`config.mk`:
```
export PLATFORM = sky130hd
export DESIGN_NAME = alert_status_tx
export DESIGN_NICKNAME = d
export VERILOG_FILES = /design/src/rtl/alert_pkg.sv /design/src/rtl/alert_bit_timer.sv /design/src/rtl/alert_status_tx.sv
export SDC_FILE = /design/constraint.sdc
export NUM_CORES = 1
export LEC_CHECK = 0
export CORE_ASPECT_RATIO = 1.25
export CORE_MARGIN = 8
export CORE_UTILIZATION = 45
export DETAILED_ROUTE_END_ITERATION = 6
export MAX_ROUTING_LAYER = met4
export SLEW_MARGIN = 20
export SYNTH_ARGS = -nofsm -noshare
export SYNTH_HDL_FRONTEND = slang
export SYNTH_SLANG_ARGS = --single-unit
```
`constraint.sdc`:
```
create_clock -name clk -period 3.4 [get_ports clk]
set_input_delay 0.68 -clock clk [delete_from_list [all_inputs] [get_ports clk]]
set_output_delay 0.68 -clock clk [all_outputs]
set_load 0.005 [all_outputs]
```
`src/rtl/alert_pkg.sv`:
```
// Shared types and constants for the alert-panel status serial transmitter.
package alert_pkg;

   localparam int unsigned STATUS_W   = 5;
   localparam int unsigned FRAME_BITS = 8;

   typedef enum logic [2:0] {
      StIdle   = 3'd0,
      StStart  = 3'd1,
      StData   = 3'd2,
      StParity = 3'd3,
      StStop   = 3'd4
   } tx_state_t;

   // lvl occupies the upper bits so the packed word reads {lvl, l}; l goes out first.
   typedef struct packed {
      logic [3:0] lvl;
      logic       l;
   } alert_status_t;

   function automatic logic even_parity(input alert_status_t s);
      return ^s;
   endfunction

endpackage

```
`src/rtl/alert_bit_timer.sv`:
```
// Bit-period timer: tick marks the final clock cycle of each serial bit.
// CLKS_PER_BIT must be at least 2.
module alert_bit_timer #(
   parameter int unsigned CLKS_PER_BIT = 16
) (
   input  logic clk,
   input  logic rst,
   input  logic run,
   output logic tick
);

   localparam int unsigned CntW = (CLKS_PER_BIT > 1) ? $clog2(CLKS_PER_BIT) : 1;
   localparam logic [CntW-1:0] LastCnt = CntW'(CLKS_PER_BIT - 1);

   logic [CntW-1:0] cnt_q, cnt_d;

   // Count while running, wrap at the last cycle of the bit, hold at zero when idle.
   always_comb begin
      cnt_d = cnt_q + CntW'(1);
      if (!run || (cnt_q == LastCnt)) begin
         cnt_d = '0;
      end
   end

   // Counter register.
   always_ff @(posedge clk) begin
      if (rst) begin
         cnt_q <= '0;
      end else begin
         cnt_q <= cnt_d;
      end
   end

   assign tick = run && (cnt_q == LastCnt);

endmodule

```
`src/rtl/alert_status_tx.sv`:
```
// Serialises the alert-panel lamp status as start, 5 data bits (LSB first),
// even parity and stop, on request or automatically when the status changes.
module alert_status_tx
   import alert_pkg::*;
#(
   parameter int unsigned CLKS_PER_BIT = 16,
   parameter bit          AUTO_SEND    = 1'b1
) (
   input  logic       clk,
   input  logic       rst,
   input  logic       send,
   input  logic       l,
   input  logic [3:0] lvl,
   output logic       tx,
   output logic       busy,
   output logic       done
);

   tx_state_t           state_q;
   alert_status_t       status;
   alert_status_t       last_sent_q;
   logic [STATUS_W-1:0] shift_q;
   logic                parity_q;
   logic [2:0]          idx_q;
   logic                tx_q;
   logic                busy_q;
   logic                done_q;
   logic                run;
   logic                bit_tick;
   logic                start_req;

   // Assemble the live status word and decide whether an idle cycle launches a frame.
   always_comb begin
      status.lvl = lvl;
      status.l   = l;
      start_req  = send || (AUTO_SEND && (status != last_sent_q));
   end

   assign run = (state_q != StIdle);

   alert_bit_timer #(
      .CLKS_PER_BIT (CLKS_PER_BIT)
   ) u_bit_timer (
      .clk  (clk),
      .rst  (rst),
      .run  (run),
      .tick (bit_tick)
   );

   // Frame FSM; tx, busy and done are all flops so the line never glitches.
   always_ff @(posedge clk) begin
      if (rst) begin
         state_q     <= StIdle;
         last_sent_q <= '0;
         shift_q     <= '0;
         parity_q    <= 1'b0;
         idx_q       <= '0;
         tx_q        <= 1'b1;
         busy_q      <= 1'b0;
         done_q      <= 1'b0;
      end else begin
         done_q <= 1'b0;
         unique case (state_q)
            StIdle: begin
               if (start_req) begin
                  state_q     <= StStart;
                  shift_q     <= status;
                  last_sent_q <= status;
                  parity_q    <= even_parity(status);
                  idx_q       <= '0;
                  tx_q        <= 1'b0;
                  busy_q      <= 1'b1;
               end
            end
            StStart: begin
               if (bit_tick) begin
                  state_q <= StData;
                  idx_q   <= '0;
                  tx_q    <= shift_q[0];
               end
            end
            StData: begin
               if (bit_tick) begin
                  if (idx_q == 3'(STATUS_W - 1)) begin
                     state_q <= StParity;
                     tx_q    <= parity_q;
                  end else begin
                     idx_q   <= idx_q + 3'd1;
                     shift_q <= shift_q >> 1;
                     tx_q    <= shift_q[1];
                  end
               end
            end
            StParity: begin
               if (bit_tick) begin
                  state_q <= StStop;
                  tx_q    <= 1'b1;
               end
            end
            StStop: begin
               if (bit_tick) begin
                  state_q <= StIdle;
                  tx_q    <= 1'b1;
                  busy_q  <= 1'b0;
                  done_q  <= 1'b1;
               end
            end
            default: begin
               state_q <= StIdle;
               tx_q    <= 1'b1;
               busy_q  <= 1'b0;
            end
         endcase
      end
   end

   assign tx   = tx_q;
   assign busy = busy_q;
   assign done = done_q;

endmodule
```
== Word level (Yosys, flattened, before mapping) ==
Index checks and enable logic that the tools add are counted.
W data, S select, Z words.
Word-level totals
  flip-flop bits (word level): 24
  output and inout port bits: 3
Cells by class
  mux-type cells: 25
  reduce and logical (&&, ||, !) cells: 19
  equal/unequal tests: 15
  bitwise logic cells: 2
  add/subtract/negate cells: 2
Operators with widths (count)
  $mux W3: 9
  $mux W5: 3
  $pmux W3 S5: 1
  $ne A2 B2 Y1 const B: 7
  $pmux W5 S2: 1
  $pmux W3 S3: 1
  $mux W1: 8
  $reduce_and A4 Y1: 2
  $eq A3 B2 Y1 const B: 2
  $eq A3 B3 Y1 const B: 2
  $reduce_and A6 Y1: 1
  $reduce_bool A3 Y1: 2
  $reduce_or A2 Y1: 3
  $ne A5 B5 Y1: 1
  $reduce_and A5 Y1: 1
  $reduce_xor A5 Y1: 1
  $add A4 B1 Y4 const B: 1
  $eq A4 B4 Y1 const B: 1
  $pmux W1 S4: 1
  $add A3 B1 Y3 const B: 1
  $eq A3 B1 Y1 const B: 1
  $logic_not A3 Y1: 1
  $pmux W1 S3: 1
  $reduce_and A3 Y1: 1
  8 further kinds: 10

== Depth between registers and ports, before layout ==
Gate-level depths: netlist of run 1.
  depth in word-level cells: 4
  gate-level depth with buffers: 7

== Modules after synthesis ==
Synthesis of run 1 repeated with hierarchy kept, for this count alone.
Unflattened totals
  cells, all modules: 146
  area, all modules: 1346.3 sq um
By module, submodules not included
  alert_status_tx: times used 1, cells each 129, area each 1188.6 sq um, seq. area each 400.4 sq um
  alert_bit_timer: times used 1, cells each 17, area each 157.7 sq um, seq. area each 80.1 sq um

== Least setup slack after synthesis of run 1 ==
OpenSTA, ideal clock, no wires.
  path kind: input-to-reg
  from: input l
  to: register state_q[0]
  data arrival time: 1.715 ns
  buffers on the path: 0
  required time: 3.283 ns
  stages on the path: 5
  setup time: 0.117 ns
  setup slack: 1.568 ns
  cells stage by stage: xor2_1 -> nor4_4 -> and3_1 -> o31ai_2 -> a32o_1
Between the ends
  word-level cells in the longest chain between the ends: 4
RTL lines
  start, declared: RTL line alert_status_tx.sv:12  | input logic l,
  $ne A5 B5 Y1: RTL line alert_status_tx.sv:36  | start_req = send || (AUTO_SEND && (status != last_sent_q));
  $logic_or A1 B1 Y1: RTL line alert_status_tx.sv:36
  $ne A2 B2 Y1 (no line)
  $reduce_and A6 Y1 (no line)
  end signal, assigned: RTL line alert_status_tx.sv:53  | state_q <= StIdle;
  end signal, assigned: RTL line alert_status_tx.sv:66  | state_q <= StStart;
  end signal, assigned: RTL line alert_status_tx.sv:77  | state_q <= StData;
  end, declared: RTL line alert_status_tx.sv:19  | tx_state_t state_q;
Every way passes these cells.
A chain may end at the register's enable or synchronous reset.

== Worst setup path in the final report of run 1 ==
Same ends and word-level chain as after synthesis.

==> impl_metrics.csv, run 1 <==
group,metric,value,unit
drt,post-route-drc-count,0,
setup_path,cpMaxStageDelayCell,"clkdlybuf4s50_1",
finish,regArea,480,um^2
drt,vias_per_cell,5.38,
clocking,cts_made_buffers,3,
global_route,grt_pass1_vias,958,
drt,routed-wl-met2,1310,um
sta,final_hold_viol_count,0,
setup_path,path_class,"in2reg",
drt,ant_nets,0,
synthesis,synthCells,140,
synthesis,synth_nets,151,
clocking,postCtsSetupBuffers,0,
placed_design,dpl-instance-area,0.00136,mm^2
floorplanning,rows,21,
synthesis,synth_edf_count,0,
clocking,cts_sinks,24,
global_route,antenna_found_initial,0,
floorplanning,die_width,63.1,um
setup_path,arrival,2390,ps
synthesis,ys_types,37,
flow_run,cap_violations,0,
sta,rsz0062_at_grt,"false",
placed_design,portBuffers,10,
floorplanning,io_pins,11,
placed_design,place_congestion,0.797,
drt,routed_wl,2420,um
synthesis,synth.avg_cell_area,8.93,um^2
global_route,grt_max_degree,19,
setup_path,endpoint_kind,"register",
clocking,ctsResizeCount,0,
synthesis,ys_seq_area_frac,0.384,
sta,finalClockSkew,15.7,ps
finish,n_antenna_cell,0,
finish,fill_cells,243,
setup_path,cp_max_fo,4,
setup_path,rr_worst_depth,5,
sta,tightest_slew,514,ps
global_route,grt_overflow,0,
clocking,clockBufferDepth,2,
placed_design,hpwl,1890,um
synthesis,synthArstFlopShare,0,
drt,drtIter0Drc,19,
min_path,holdCritPathClass,"reg2reg",
global_route,grtUsageTotal,0.116,
drt,num_vias,979,
sta,relSlewSlack,0.657,
floorplanning,fp.dieH,74.9,um
synthesis,synth_area_leaders,"dfxtp_1, nor2_1, mux2i_1",
clocking,clkTransAtPathRegs,150,ps
sta,post-route-period-util,0.634,
synthesis,ys.flop_type,"dfxtp_1",
setup_path,worstSetupStartpointType,"input port",
drt,wl_per_cell,13.3,um
drt,drt_first_pass_iters,4,
finish,syn_to_final_growth,13.1,%
finish,fin_nets,160,
clocking,hold_buffers,0,
clocking,clock_latency,330,ps
drt,wl_met1,1020,um
setup_path,regToRegSetupSlack,1600,ps
setup_path,cp_slowest_stage_delay,570,ps
power,pwr_density_cell,600,mW/mm^2
sta,drv_slew,0,
synthesis,synth_top_area_frac,0.384,
clocking,cts-root-buf,"clkbuf_4",
clocking,htreeDepth,1,
power,ir_drop,0.000314,V
floorplanning,die_area,0.00473,mm^2
drt,routed.top_layer,"met4",
power,p_leak,0.554,nW
finish,fin_area,0.00141,mm^2
synthesis,ys_warn_count,0,
synthesis,ys_ff_latch,24,
drt,met3_length,43,um
finish,multiInputGateArea,716,um^2
finish,drive_gt1_frac,0.108,
synthesis,synth_area_leader_cell,"dfxtp_1",
sta,min_period,2160,ps
outcome,outcome,"finished, final reports clean",
sta,setup_viol,0,
sta,fmax,0.464,GHz
floorplanning,start_util,0.471,
global_route,grt_pass1_wl,4310,um
min_path,whs_path_depth,1,
floorplanning,coreArea,0.00265,mm^2
sta,setup_tns,0,ps
setup_path,crit_chain,"clkdlybuf4s50_1 > xor2_1 > nor4_4 > and3_1 > o31ai_2 > a32o_1",
synthesis,synth_area,0.00125,mm^2
setup_path,cp.required,3640,ps
clocking,cts_tree,"done",
[synthesized netlist by cell type (all sizes together) (2+ instances only)]
library cell,n
nand3,5
buf,5
nor3b,2
a311oi,5
clkbuf,2
xor2,7
inv,4
ha,3
dfxtp,24
xnor2,5
o21ai,3
mux2i,7
a21boi,2
nor2,20
nand2,18
nand2b,2
and3,2
a21oi,8
nor3,6
[final cells by class]
type | instances | share of cell area
clock inverter | 1 | 0.0212
clock buffer | 3 | 0.0159
tap | 34 | 0.0301
sequential | 24 | 0.340
multi-input combinational | 105 | 0.506
inverter | 4 | 0.0106
timing repair buffer | 11 | 0.0761
[cell families (layout without fill, tap and decap cells)]
logic type / Yosys count / after routing / synth area share
flops: 24 / 24 / 0.384
xor+xnor: 12 / 12 / 0.0841
simple gates: 60 / 60 / 0.256
fa+ha+maj: 3 / 3 / 0.0300
compound gates: 22 / 22 / 0.137
mux: 8 / 8 / 0.0651
buf+inv: 11 / 19 / 0.0430
[cells in the final DEF, fill, tap and decap left out, types with 2 or more instances in the layout]
cell type and n:
and3_1 2, ha_1 3, a21oi_1 7, nor3_2 2, xor2_1 7, mux2i_1 7, clkbuf_4 3, nand3_1 5
nor2_1 20, xnor2_1 5, a311oi_1 5, nand2_1 17, o21ai_0 2, dfxtp_1 24, nor3_1 4, inv_1 4
clkdlybuf4s50_1 10
[path summary, 6_finish.rpt]
kind	startpoint	to
setup / recovery	l	state_q[0]
hold / removal	u_bit_timer.cnt_q[0]	u_bit_timer.cnt_q[0]
setup reg to reg	state_q[1]	shift_q[4]
hold reg to reg	u_bit_timer.cnt_q[0]	u_bit_timer.cnt_q[0]
[per-stage QoR]
stage	setup WS, ps	total power (W)	hold WS [ps]	cells	utilization
2_1_floorplan	1570	0.000582	418	140	-
3_3_place_gp	882	0.000642	431	178	0.513
3_5_place_dp	841	0.000650	456	178	0.513
4_1_cts	1210	0.000856	483	182	0.533
5_1_grt	1140	0.000903	505	182	0.533
6_report	1240	0.000848	474	182	0.533
[per-layer routing]
metal / up-vias / global-route usage
met5: - / -
met4: 0 / 0.0609
met3: 4 / 0.0179
met2: 15 / 0.210
met1: 460 / 0.121
li1: 500 / -
[power by group]
part           internal (W)  leakage [nW]  total, W  switching [W]
clock network      0.000119        0.0279  0.000210      0.0000903
logic              0.000130         0.328  0.000263       0.000132
registers          0.000330         0.197  0.000376      0.0000463
[flip-flops by register name, indices dropped and copies added (netlist names)]
| name | cells |
|---|---|
| parity_q | 1 |
| last_sent_q | 5 |
| done | 1 |
| state_q | 3 |
| tx | 1 |
| idx_q | 3 |
| shift_q | 5 |
| busy | 1 |
| u_bit_timer.cnt_q | 4 |
[critical path: cells and delay by family]
family	cells	cell delay (ps)
simple gates	2	670
buf+inv	1	570
compound gates	2	320
xor+xnor	1	150
Note: power is estimated with default switching activity, not from simulation.
==> run 2: changes to the inputs <==
Clock period 3.4 ns to 2 ns, I/O delays scaled along.
==> run 2 against run 1 <==
Compared with the run above:
- clock power is 68% higher
- combinational power is 76% higher
- core utilization is 2.8 points higher
- die area stayed put
- cell area is 5.3% higher
- register-to-register slack worse by 1400 ps
- global-route usage is 0.22 points lower
- clock skew is 10 ps lower
- clock-buffer cell count stayed put
- final cell count is 5.5% higher
- worst hold slack worse by 3.0 ps
- first-iteration DRC count is 120% higher
- largest cell class unchanged
- highest routed layer unchanged
==> impl_metrics.csv, run 2 (same netlist as run 1, synthesis figures left out) <==
group,metric,value,unit
outcome,outcome,"finished, final reports clean",
floorplanning,coreArea,0.00265,mm^2
clocking,cts_tree,"done",
drt,drtIter0Drc,42,
placed_design,hpwl,1980,um
setup_path,arrival,2020,ps
power,switching_share,0.315,
finish,fin_cells,192,
finish,n_antenna_cell,0,
power,switchingPower,0.000459,W
drt,wl_per_cell,12.8,um
clocking,htreeDepth,1,
setup_path,worstSetupStartpointType,"register",
setup_path,cp_slowest_stage_delay,390,ps
power,p_int,0.000998,W
floorplanning,start_util,0.471,
finish,fin_util,0.561,
power,p_leak,0.603,nW
finish,syn_to_final_growth,19.1,%
power,power_frac_comb,0.318,
finish,fill_cells,258,
power,p_clk_frac,0.242,
setup_path,cpMostUsedCell,"a311oi_1",
global_route,grt_max_degree,15,
floorplanning,die_area,0.00473,mm^2
clocking,clockBufferDepth,2,
placed_design,place_congestion,0.769,
clocking,cts_sinks,24,
sta,relSlewSlack,0.661,
global_route,grt_pass1_vias,994,
flow_run,cap_violations,0,
setup_path,cp_max_fo,9,
setup_path,cpMaxStageDelayCell,"dfxtp_1",
sta,drv_slew,0,
setup_path,rr_worst_depth,7,
clocking,postCtsSetupBuffers,0,
power,p_seq_frac,0.439,
power,ir_drop,0.000473,V
clocking,clkTransAtPathRegs,140,ps
sta,min_period,1800,ps
sta,post-route-period-util,0.898,
setup_path,endpoint_kind,"register",
floorplanning,die_width,63.1,um
finish,fin_nets,170,
sta,setup_viol,0,
power,pwr_density_cell,979,mW/mm^2
drt,routed_wl,2460,um
sta,final_hold_viol_count,0,
drt,drt_first_pass_iters,4,
placed_design,portBuffers,10,
floorplanning,io_pins,11,
global_route,grt_overflow,0,
sta,setup_tns,0,ps
finish,top_regs,"last_sent_q x5, shift_q x5, u_bit_timer.cnt_q x4",
global_route,antenna_found_initial,0,
setup_path,crit_chain,"inv_1 > ha_1 > a311oi_1 > o21ai_1 > a31oi_4 > nor2_1 > a311oi_1",
floorplanning,rows,21,
placed_design,dp.cells,188,
global_route,grt_pass1_wl,4300,um
finish,drive_gt1_frac,0.165,
sta,whs,471,ps
clocking,cts_made_buffers,3,
floorplanning,fp.dieH,74.9,um
clocking,clock_latency,320,ps
min_path,holdCritPathClass,"reg2reg",
finish,final_common_cell,"dfxtp_1",
drt,post-route-drc-count,0,
global_route,grtUsageTotal,0.114,
sta,finalClockSkew,5.33,ps
clocking,hold_buffers,0,
sta,fmax,0.557,GHz
drt,vias_per_cell,5.16,
drt,num_vias,990,
finish,final_cell_mix,"dfxtp_1, nor2_1, nand2_1, buf_4, clkdlybuf4s50_1",
sta,tightest_slew,508,ps
clocking,cts-root-buf,"clkbuf_4",
sta,rsz0062_at_grt,"false",
setup_path,cp.required,2230,ps
placed_design,dpl-instance-area,0.00144,mm^2
setup_path,regToRegSetupSlack,200,ps
setup_path,path_class,"reg2reg",
drt,ant_nets,0,
clocking,ctsResizeCount,0,
min_path,whs_path_depth,1,
finish,fin_area,0.00149,mm^2
[run 2: layout make-up]
type	instances	area, um^2	area share
Sequential cell	24	480	0.323
Clock inverter	1	30.0	0.0202
Multi-Input combinational cell	105	716	0.481
Clock buffer	3	22.5	0.0151
Timing Repair Buffer	21	183	0.123
Inverter	4	15.0	0.0101
Tap cell	34	42.5	0.0286
[run 2: worst max-delay path, delay by kind of cell (launching register included)]
kind                       cells  cell delay [ps]
AOI/OAI and AO/OA              4              970
DFF                            1              390
buffers and inverters          1               60
adders and majority gates      1              220
and+or+nand+nor                1               70
[run 2: worst paths after layout]
| kind | end | from |
|---|---|---|
| worst max register to register | shift_q[3] | idx_q[0] |
| worst min-delay path | u_bit_timer.cnt_q[0] | u_bit_timer.cnt_q[0] |
| worst max-delay path | shift_q[3] | idx_q[0] |
| worst min register to register | u_bit_timer.cnt_q[0] | u_bit_timer.cnt_q[0] |
[run 2: routing by layer]
layer  share of wire  vias to the layer above  global-route usage
met2            0.51                       17               0.212
met1            0.45                      449               0.117
li1                -                      522                   -
met4          0.0081                        0              0.0457
met3           0.031                        2              0.0208
met5               0                        -                   -
[run 2: power by group through the flow]
stage / clock network (W) / logic (W) / registers, W
2_1_floorplan: 0 / 0.000372 / 0.000617
3_5_place_dp: 0 / 0.000468 / 0.000652
3_3_place_gp: 0 / 0.000460 / 0.000649
5_1_grt: 0.000373 / 0.000519 / 0.000653
4_1_cts: 0.000357 / 0.000470 / 0.000641
6_report: 0.000353 / 0.000464 / 0.000640
[run 2: stage by stage]
stage | setup slack [ps] | power, W
3_5_place_dp | -116 | 0.00112
4_1_cts | 204 | 0.00147
3_3_place_gp | -109 | 0.00111
5_1_grt | 70.2 | 0.00155
6_report | 205 | 0.00146
2_1_floorplan | 436 | 0.000989
